## config.mk

```make
export PLATFORM = sky130hd
export DESIGN_NAME = nonconsec_rep_monitor
export DESIGN_NICKNAME = d
export VERILOG_FILES = /design/src/rtl/nonconsec_rep_monitor.sv
export SDC_FILE = /design/constraint.sdc
export NUM_CORES = 1
export LEC_CHECK = 0
export BUFFER_PORTS_ARGS = -buffer_cell sky130_fd_sc_hd__buf_2
export CAP_MARGIN = 20
export CORE_UTILIZATION = 49
export CTS_CLUSTER_DIAMETER = 120
export DETAILED_ROUTE_END_ITERATION = 7
export PLACE_DENSITY = 0.75
export SLEW_MARGIN = 20
export SYNTH_ARGS = -nofsm -noshare
export SYNTH_HDL_FRONTEND = slang
export SYNTH_SLANG_ARGS = --single-unit
```

## constraint.sdc

```tcl
create_clock -name clk -period 1.96 [get_ports clk]
set_clock_uncertainty 0.15 [all_clocks]
set_input_delay 0.392 -clock clk [delete_from_list [all_inputs] [get_ports clk]]
set_output_delay 0.392 -clock clk [all_outputs]
set_load 0.05 [all_outputs]
```

## src/rtl/nonconsec_rep_monitor.sv

```systemverilog
// On-chip checker for "trig |=> evt[=REPS] ##1 done", one attempt at a time.
// Ports: clk, rst_n, en_i/trig_i/evt_i/done_i in; busy/pass/fail/code/stats out.
module nonconsec_rep_monitor #(
  parameter int REPS    = 3,
  parameter int TIMEOUT = 16,
  parameter int CNT_W   = 8
) (
  input  logic                      clk,
  input  logic                      rst_n,
  input  logic                      en_i,
  input  logic                      trig_i,
  input  logic                      evt_i,
  input  logic                      done_i,
  output logic                      busy_o,
  output logic                      pass_o,
  output logic                      fail_o,
  output logic [1:0]                fail_code_o,
  output logic [$clog2(REPS+1)-1:0] reps_seen_o,
  output logic [CNT_W-1:0]          pass_cnt_o,
  output logic [CNT_W-1:0]          fail_cnt_o,
  output logic [CNT_W-1:0]          drop_cnt_o
);

  localparam int RW = $clog2(REPS+1);
  localparam int WW = (TIMEOUT > 1) ? $clog2(TIMEOUT) : 1;
  localparam logic [RW-1:0] LAST_REP = RW'(REPS-1);
  localparam logic [WW-1:0] TO_LAST =
    WW'((TIMEOUT > 0) ? TIMEOUT-1 : 0);
  localparam logic [CNT_W-1:0] CNT_MAX = '1;
  localparam logic [1:0] CODE_EXTRA = 2'd1;
  localparam logic [1:0] CODE_TMO   = 2'd2;

  typedef enum logic [1:0] {
    IDLE,
    COUNT,
    WAIT_DONE
  } state_t;

  state_t          state, state_nx;
  logic [RW-1:0]   rep_cnt, rep_nx;
  logic [WW-1:0]   wait_cnt, wait_nx;
  logic            pass_nx, fail_nx;
  logic [1:0]      code_nx;
  logic            timeout;
  logic            drop;

  assign timeout = (TIMEOUT != 0) && (wait_cnt == TO_LAST);
  assign drop    = busy_o && en_i && trig_i;
  assign reps_seen_o = rep_cnt;

  always_comb begin
    state_nx = state;
    rep_nx   = rep_cnt;
    wait_nx  = wait_cnt;
    pass_nx  = 1'b0;
    fail_nx  = 1'b0;
    code_nx  = fail_code_o;
    unique case (state)
      IDLE: begin
        if (en_i && trig_i) begin
          state_nx = COUNT;
          rep_nx   = '0;
          wait_nx  = '0;
        end
      end
      COUNT: begin
        wait_nx = wait_cnt + WW'(1);
        if (evt_i) rep_nx = rep_cnt + RW'(1);
        // Timeout wins here: the REPS-th event alone resolves nothing.
        if (timeout) begin
          fail_nx  = 1'b1;
          code_nx  = CODE_TMO;
          state_nx = IDLE;
          rep_nx   = '0;
        end else if (evt_i && rep_cnt == LAST_REP) begin
          state_nx = WAIT_DONE;
        end
      end
      WAIT_DONE: begin
        wait_nx = wait_cnt + WW'(1);
        if (done_i) begin
          pass_nx  = 1'b1;
          code_nx  = 2'd0;
          state_nx = IDLE;
          rep_nx   = '0;
        end else if (evt_i) begin
          fail_nx  = 1'b1;
          code_nx  = CODE_EXTRA;
          state_nx = IDLE;
          rep_nx   = '0;
        end else if (timeout) begin
          fail_nx  = 1'b1;
          code_nx  = CODE_TMO;
          state_nx = IDLE;
          rep_nx   = '0;
        end
      end
      default: begin
        state_nx = IDLE;
        rep_nx   = '0;
      end
    endcase
    // Disable mid-attempt: silent abort, nothing recorded.
    if (state != IDLE && !en_i) begin
      state_nx = IDLE;
      rep_nx   = '0;
      wait_nx  = '0;
      pass_nx  = 1'b0;
      fail_nx  = 1'b0;
      code_nx  = fail_code_o;
    end
  end

  always_ff @(posedge clk or negedge rst_n) begin
    if (!rst_n) begin
      state       <= IDLE;
      rep_cnt     <= '0;
      wait_cnt    <= '0;
      busy_o      <= 1'b0;
      pass_o      <= 1'b0;
      fail_o      <= 1'b0;
      fail_code_o <= 2'd0;
      pass_cnt_o  <= '0;
      fail_cnt_o  <= '0;
      drop_cnt_o  <= '0;
    end else begin
      state       <= state_nx;
      rep_cnt     <= rep_nx;
      wait_cnt    <= wait_nx;
      busy_o      <= (state_nx != IDLE);
      pass_o      <= pass_nx;
      fail_o      <= fail_nx;
      fail_code_o <= code_nx;
      if (pass_nx && pass_cnt_o != CNT_MAX)
        pass_cnt_o <= pass_cnt_o + CNT_W'(1);
      if (fail_nx && fail_cnt_o != CNT_MAX)
        fail_cnt_o <= fail_cnt_o + CNT_W'(1);
      if (drop && drop_cnt_o != CNT_MAX)
        drop_cnt_o <= drop_cnt_o + CNT_W'(1);
    end
  end

endmodule
```

# ---- After elaboration in Yosys (flattened, before gate mapping)
# Index checks and enable logic that the tools add are counted.
dict set report op_classes {
  reduce_logical 18
  bitwise 1
  n_eq_ne 10
  add_sub_neg 5
  muxes 31
}
# cell n
set op_table {}
lappend op_table {{2-bit 2-to-1 mux} 17}
lappend op_table {{8-bit by 1-bit adder with 8-bit output, second input constant} 3}
lappend op_table {{8-bit != test, second input constant} 3}
lappend op_table {{2-bit case mux with 3 select lines} 2}
lappend op_table {{1-bit logical AND} 8}
lappend op_table {{4-bit 2-to-1 mux} 2}
lappend op_table {{4-bit case mux with 2 select lines} 1}
lappend op_table {{1-bit 2-to-1 mux} 7}
lappend op_table {{2-bit nonzero test} 3}
lappend op_table {{5-bit != test, second input constant} 1}
lappend op_table {{4-bit by 1-bit adder with 4-bit output, second input constant} 1}
lappend op_table {{2-bit equality test, second input constant} 2}
lappend op_table {{4-bit equality test, second input constant} 1}
lappend op_table {{4-bit != test, second input constant} 1}
lappend op_table {{2-bit case mux with 2 select lines} 1}
lappend op_table {{2-bit AND reduction} 2}
lappend op_table {{3-bit != test, second input constant} 1}
lappend op_table {{3-bit AND reduction} 1}
lappend op_table {{3-bit nonzero test} 1}
lappend op_table {{2-bit by 1-bit adder with 2-bit output, second input constant} 1}
lappend op_table {{2-bit by 1-bit equality test with 1-bit output, second input constant} 1}
lappend op_table {{2-bit logical NOT} 1}
lappend op_table {{1-bit case mux with 2 select lines} 1}
lappend op_table {{2-bit OR reduction} 1}
lappend op_table {{2 further kinds} 2}
dict set report word_totals {
  elab_cells 75
  reg_bits 37
  inputBits 6
  out_inout_bits 31
}

# ---- Longest topological paths before layout
dict set report depth {
  word_depth 7
  depth_mapped 7
  mapped_depth_nobuf 6
}

# ---- Worst setup path before layout
# No wires, ideal clock.
dict set report synth_timing {
  path_type {register -> register}
  start {register drop_cnt_o[0]}
  end {register drop_cnt_o[1]}
  path_stages_with_launch 5
  n_path_buf 0
  period_less_slack_ps 2036
  path_slack_ps -76
  setup_ps 125
  required_time_ps 1685
  t_arrival_ps 1761
  path_cell_list {dfrtp_1 > ha_1 > nand3_1 > o211ai_1 > mux2_2}
}
dict set report synth_via {
  elab_chain_cells 2
  elab_cells_between_ends 3
  classes_between {add/sub: 1; eq/ne: 1; reduce/logical: 1}
}
# element line
set synth_rtl {}
lappend synth_rtl {{start, declared} 21} ;# output logic [CNT_W-1:0] drop_cnt_o
lappend synth_rtl {{start signal, assigned} 139} ;# drop_cnt_o <= drop_cnt_o + CNT_W'(1);
lappend synth_rtl {{branches (longest 2 deep; another with 8-bit by 1-bit adder with 8-bit output)} n/a}
# Several ways; the timed one is not identified.
# A chain may end at the register's enable or synchronous reset.

# ---- Final worst setup path
dict set report layout_timing {
  start {register wait_cnt[0]}
  end {register fail_cnt_o[1]}
}
dict set report layout_via {
  elab_chain_cells 7
}
# element line
set layout_rtl {}
lappend layout_rtl {{start, declared} 41} ;# logic [WW-1:0] wait_cnt, wait_nx;
lappend layout_rtl {{start signal, assigned} 129} ;# wait_cnt <= wait_nx;
lappend layout_rtl {{4-bit equality test *} 47} ;# assign timeout = (TIMEOUT != 0) && (wait_cnt == TO_LAST);
lappend layout_rtl {{1-bit 2-to-1 mux *} {70, 91}}
lappend layout_rtl {{1-bit 2-to-1 mux} 86} ;# end else if (evt_i) begin
lappend layout_rtl {{1-bit 2-to-1 mux} 81} ;# if (done_i) begin
lappend layout_rtl {{1-bit case mux with 2 select lines *} 58} ;# unique case (state)
lappend layout_rtl {{1-bit 2-to-1 mux *} 104} ;# if (state != IDLE && !en_i) begin
lappend layout_rtl {{1-bit logical AND *} 136} ;# if (fail_nx && fail_cnt_o != CNT_MAX)
lappend layout_rtl {{end signal, assigned} 137} ;# fail_cnt_o <= fail_cnt_o + CNT_W'(1);
lappend layout_rtl {{end, declared} 20} ;# output logic [CNT_W-1:0] fail_cnt_o,
# Mark *: on every way between the ends. The rest lies on a longest branch, timed or not.

==> impl_metrics.env <==
export IMPL_htree_levels=2
export IMPL_first_pass_iters=4
export IMPL_min_period_ps=1890
export IMPL_yosysWarnings=0
export IMPL_routed_wl_um=3940
export IMPL_dp_hpwl_um=3040
export IMPL_multi_input_area_um2=985
export IMPL_regArea_um2=932
export IMPL_row_count=22
export IMPL_syn_avg_cell_area_um2=10.7
export IMPL_start_kind="flip-flop"
export IMPL_cap_viol_max_count=0
export IMPL_cp_slowest_cell="dfrtp_1"
export IMPL_synth_seq_cells=37
export IMPL_synth_edf_count=0
export IMPL_cts_inserted_buffers=5
export IMPL_end_kind="flip-flop"
export IMPL_n_fill_cell=302
export IMPL_path_delay_family="compound AO/OA/AOI/OAI gates"
export IMPL_route_antenna_remaining_nets=0
export IMPL_crit_required_ps=1990
export IMPL_synth_seq_area_share_pct=48.0
export IMPL_die_x_um=64.7
export IMPL_place_inst=277
export IMPL_synthFlopType="dfrtp_1"
export IMPL_grt_pass1_vias=1539
export IMPL_design_area_um2=2430
export IMPL_die_area_um2=4190
export IMPL_path_cells="ha_2 > and3_4 > a22oi_4 > a311o_2 > mux2_4"
export IMPL_gp_congestion=0.779
export IMPL_netlist_area_leader_share_pct=48.0
export IMPL_cts_root_buf="clkbuf_8"
export IMPL_final_cells=286
export IMPL_post_route_period_util_pct=96.4
export IMPL_synthCells=180
export IMPL_diodes=0
export IMPL_finalSetupViolations=0
export IMPL_fin_nets=252
export IMPL_wire_per_inst_um=13.8
export IMPL_placed_area_um2=2280
export IMPL_synth_area_leaders="dfrtp_1, ha_1, xor2_1, xnor2_1, mux2_2"
export IMPL_fp_dieH_um=64.7
export IMPL_clock_sinks=37
export IMPL_drtIter0Drc=33
export IMPL_power_density_nw_per_um2=1150
export IMPL_ir_drop_mv=0.794
export IMPL_drcViolationCount=0
export IMPL_synthesis_area_um2=1930
export IMPL_max_clock_freq_ghz=0.529
export IMPL_r2r_slack_ps=70
export IMPL_power_leakage_nw=1.24
export IMPL_drive_gt1_share_pct=34.9
export IMPL_syn_num_nets=195
export IMPL_grt_overflow=0
export IMPL_r2r_start="wait_cnt[0]$_DFFE_PN0P_"
export IMPL_cts_setup_buffers=0
export IMPL_syn2layout_area_growth_pct=26.2
export IMPL_clock_latency_ps=290
export IMPL_io_buffers=36
export IMPL_grt_max_degree=25
export IMPL_max_stage_delay_ps=400
export IMPL_final_max_slew_violation_count=0
export IMPL_max_clock_path_buffers=2
export IMPL_core_area_um2=3720
export IMPL_synth_cell_types=47
export IMPL_hp_class="in -> reg"
export IMPL_cts_tree="yes"
export IMPL_rsz0062_at_grt="false"
export IMPL_path_clk_slew_ps=80
export IMPL_synth_async_reset_ratio_pct=100
export IMPL_hold_viol=0
export IMPL_track_usage_pct=21.8
export IMPL_relSlewSlack_pct=65.9
export IMPL_io_pins=37
export IMPL_arrival_ps=1920
export IMPL_min_from="done_i"
export IMPL_antenna_found_initial=0
export IMPL_grt_pass1_wl_um=6780
export IMPL_yosysTopAreaCell="dfrtp_1"
export IMPL_viasPerCell=5.52
export IMPL_path_class="reg -> reg"
export IMPL_critPathBufInv=0
export IMPL_vias=1578
export IMPL_crit_start="wait_cnt[0]$_DFFE_PN0P_"
export IMPL_worst_slew_pin_slew_ps=512
export IMPL_status="completed"
export IMPL_cp_max_fo=4
export IMPL_initial_utilization_pct=51.9
==> cells in the final DEF, fill, tap and decap left out, types with 3 or more instances in the layout <==
| cell | instances |
|---|---|
| dfrtp_2 | 5 |
| mux2i_1 | 3 |
| clkbuf_8 | 5 |
| xnor2_1 | 8 |
| nand2_1 | 14 |
| mux2_2 | 5 |
| o21ai_0 | 6 |
| nor4_1 | 3 |
| dfrtp_1 | 32 |
| and2_1 | 3 |
| inv_1 | 9 |
| buf_4 | 15 |
| nand3_1 | 9 |
| nand4_1 | 3 |
| nor2_1 | 11 |
| buf_2 | 36 |
| xor2_1 | 11 |
| ha_1 | 6 |
| a21oi_1 | 5 |
| and4_1 | 3 |
| a31oi_1 | 3 |
==> area by class of cell <==
type                    instances  area share, %
inverters                      10           1.54
well taps                      48           2.47
flip-flops and latches         37           38.3
clock inverters                 3           1.90
clock buffers                   5           2.83
repair buffers                 52           12.4
multi-input cells             131           40.5
==> stage by stage <==
step                hold slack [ps]  power, mW  util, %  TNS (ps)  setup WS (ps)
detailed placement              247       2.11     61.3     -37.7          -20.5
global placement                253       2.08     61.3         0           77.0
floorplan                     -53.6       1.77        -         0           11.1
finish                          220       2.80     65.5         0           70.4
global route                    213       2.98     65.5         0           12.3
CTS                             210       2.77     64.8         0           5.10
==> path summary, 6_finish.rpt <==
| check | endpoint | depth (start not counted) |
|---|---|---|
| hold reg to reg | drop_cnt_o[0]$_DFFE_PN0P_ | 1 |
| min in group asynchronous | state[0]$_DFF_PN0_ | 2 |
| max in group asynchronous | pass_cnt_o[2]$_DFFE_PN0P_ | 3 |
| setup reg to reg | fail_cnt_o[1]$_DFFE_PN0P_ | 5 |
| hold / removal | fail_code_o[0]$_DFFE_PN0P_ | 2 |
| setup / recovery | fail_cnt_o[1]$_DFFE_PN0P_ | 5 |
==> worst reg2reg max path: stages, from the launching register on <==
cell	delay [ps]
dfrtp_1	400
ha_2	220
and3_4	220
a22oi_4	90
a311o_2	400
mux2_4	300
==> flip-flops by register name (all words and copies together) (netlist names) <==
register	cells
drop_cnt_o	8
reps_seen_o	2
wait_cnt	4
pass_cnt_o	8
fail_cnt_o	8
fail_o	1
state	2
busy_o	1
pass_o	1
fail_code_o	2
==> routing by layer <==
layer | GRT usage, % | vias up | routed length (um)
met1 | 25.3 | 764 | 1710
met5 | 0 | - | 0
li1 | - | 762 | -
met2 | 36.6 | 43 | 1970
met3 | 5.99 | 9 | 171
met4 | 11.1 | 0 | 86
==> power breakdown <==
part	internal (mW)	switching, mW
clock	0.380	0.275
sequential	0.891	0.123
combinational	0.410	0.722
total	1.68	1.12
==> cells in the mapped netlist, drive strengths merged (3+ instances only) <==
| cell type | instances |
|---|---|
| a31oi | 3 |
| and3 | 3 |
| a21oi | 5 |
| mux2i | 3 |
| o21ai | 7 |
| nor4 | 3 |
| and4 | 3 |
| inv | 10 |
| xnor2 | 8 |
| nor2 | 11 |
| and2 | 3 |
| nand4 | 3 |
| xor2 | 11 |
| mux2 | 6 |
| ha | 9 |
| nand3 | 9 |
| dfrtp | 37 |
| nand2 | 14 |
==> logic make-up after synthesis <==
family | after synthesis | share of synthesized area [%]
flip-flops | 37 | 48.0
buffers and inverters | 12 | 2.47
adder cells (fa/ha/maj) | 9 | 5.84
XOR/XNOR | 19 | 8.63
AND/OR/NAND/NOR | 60 | 16.6
multiplexers | 9 | 5.26
AO/OA/AOI/OAI | 34 | 13.2
==> repair_timing <==
action	CTS	global route
resized for setup	1	7
pin swaps	0	1
hold endpoints to repair	22	0
cloned	0	0
setup endpoints to repair	2	10
hold buffers	1	0
(Power assumes the default switching activity.)
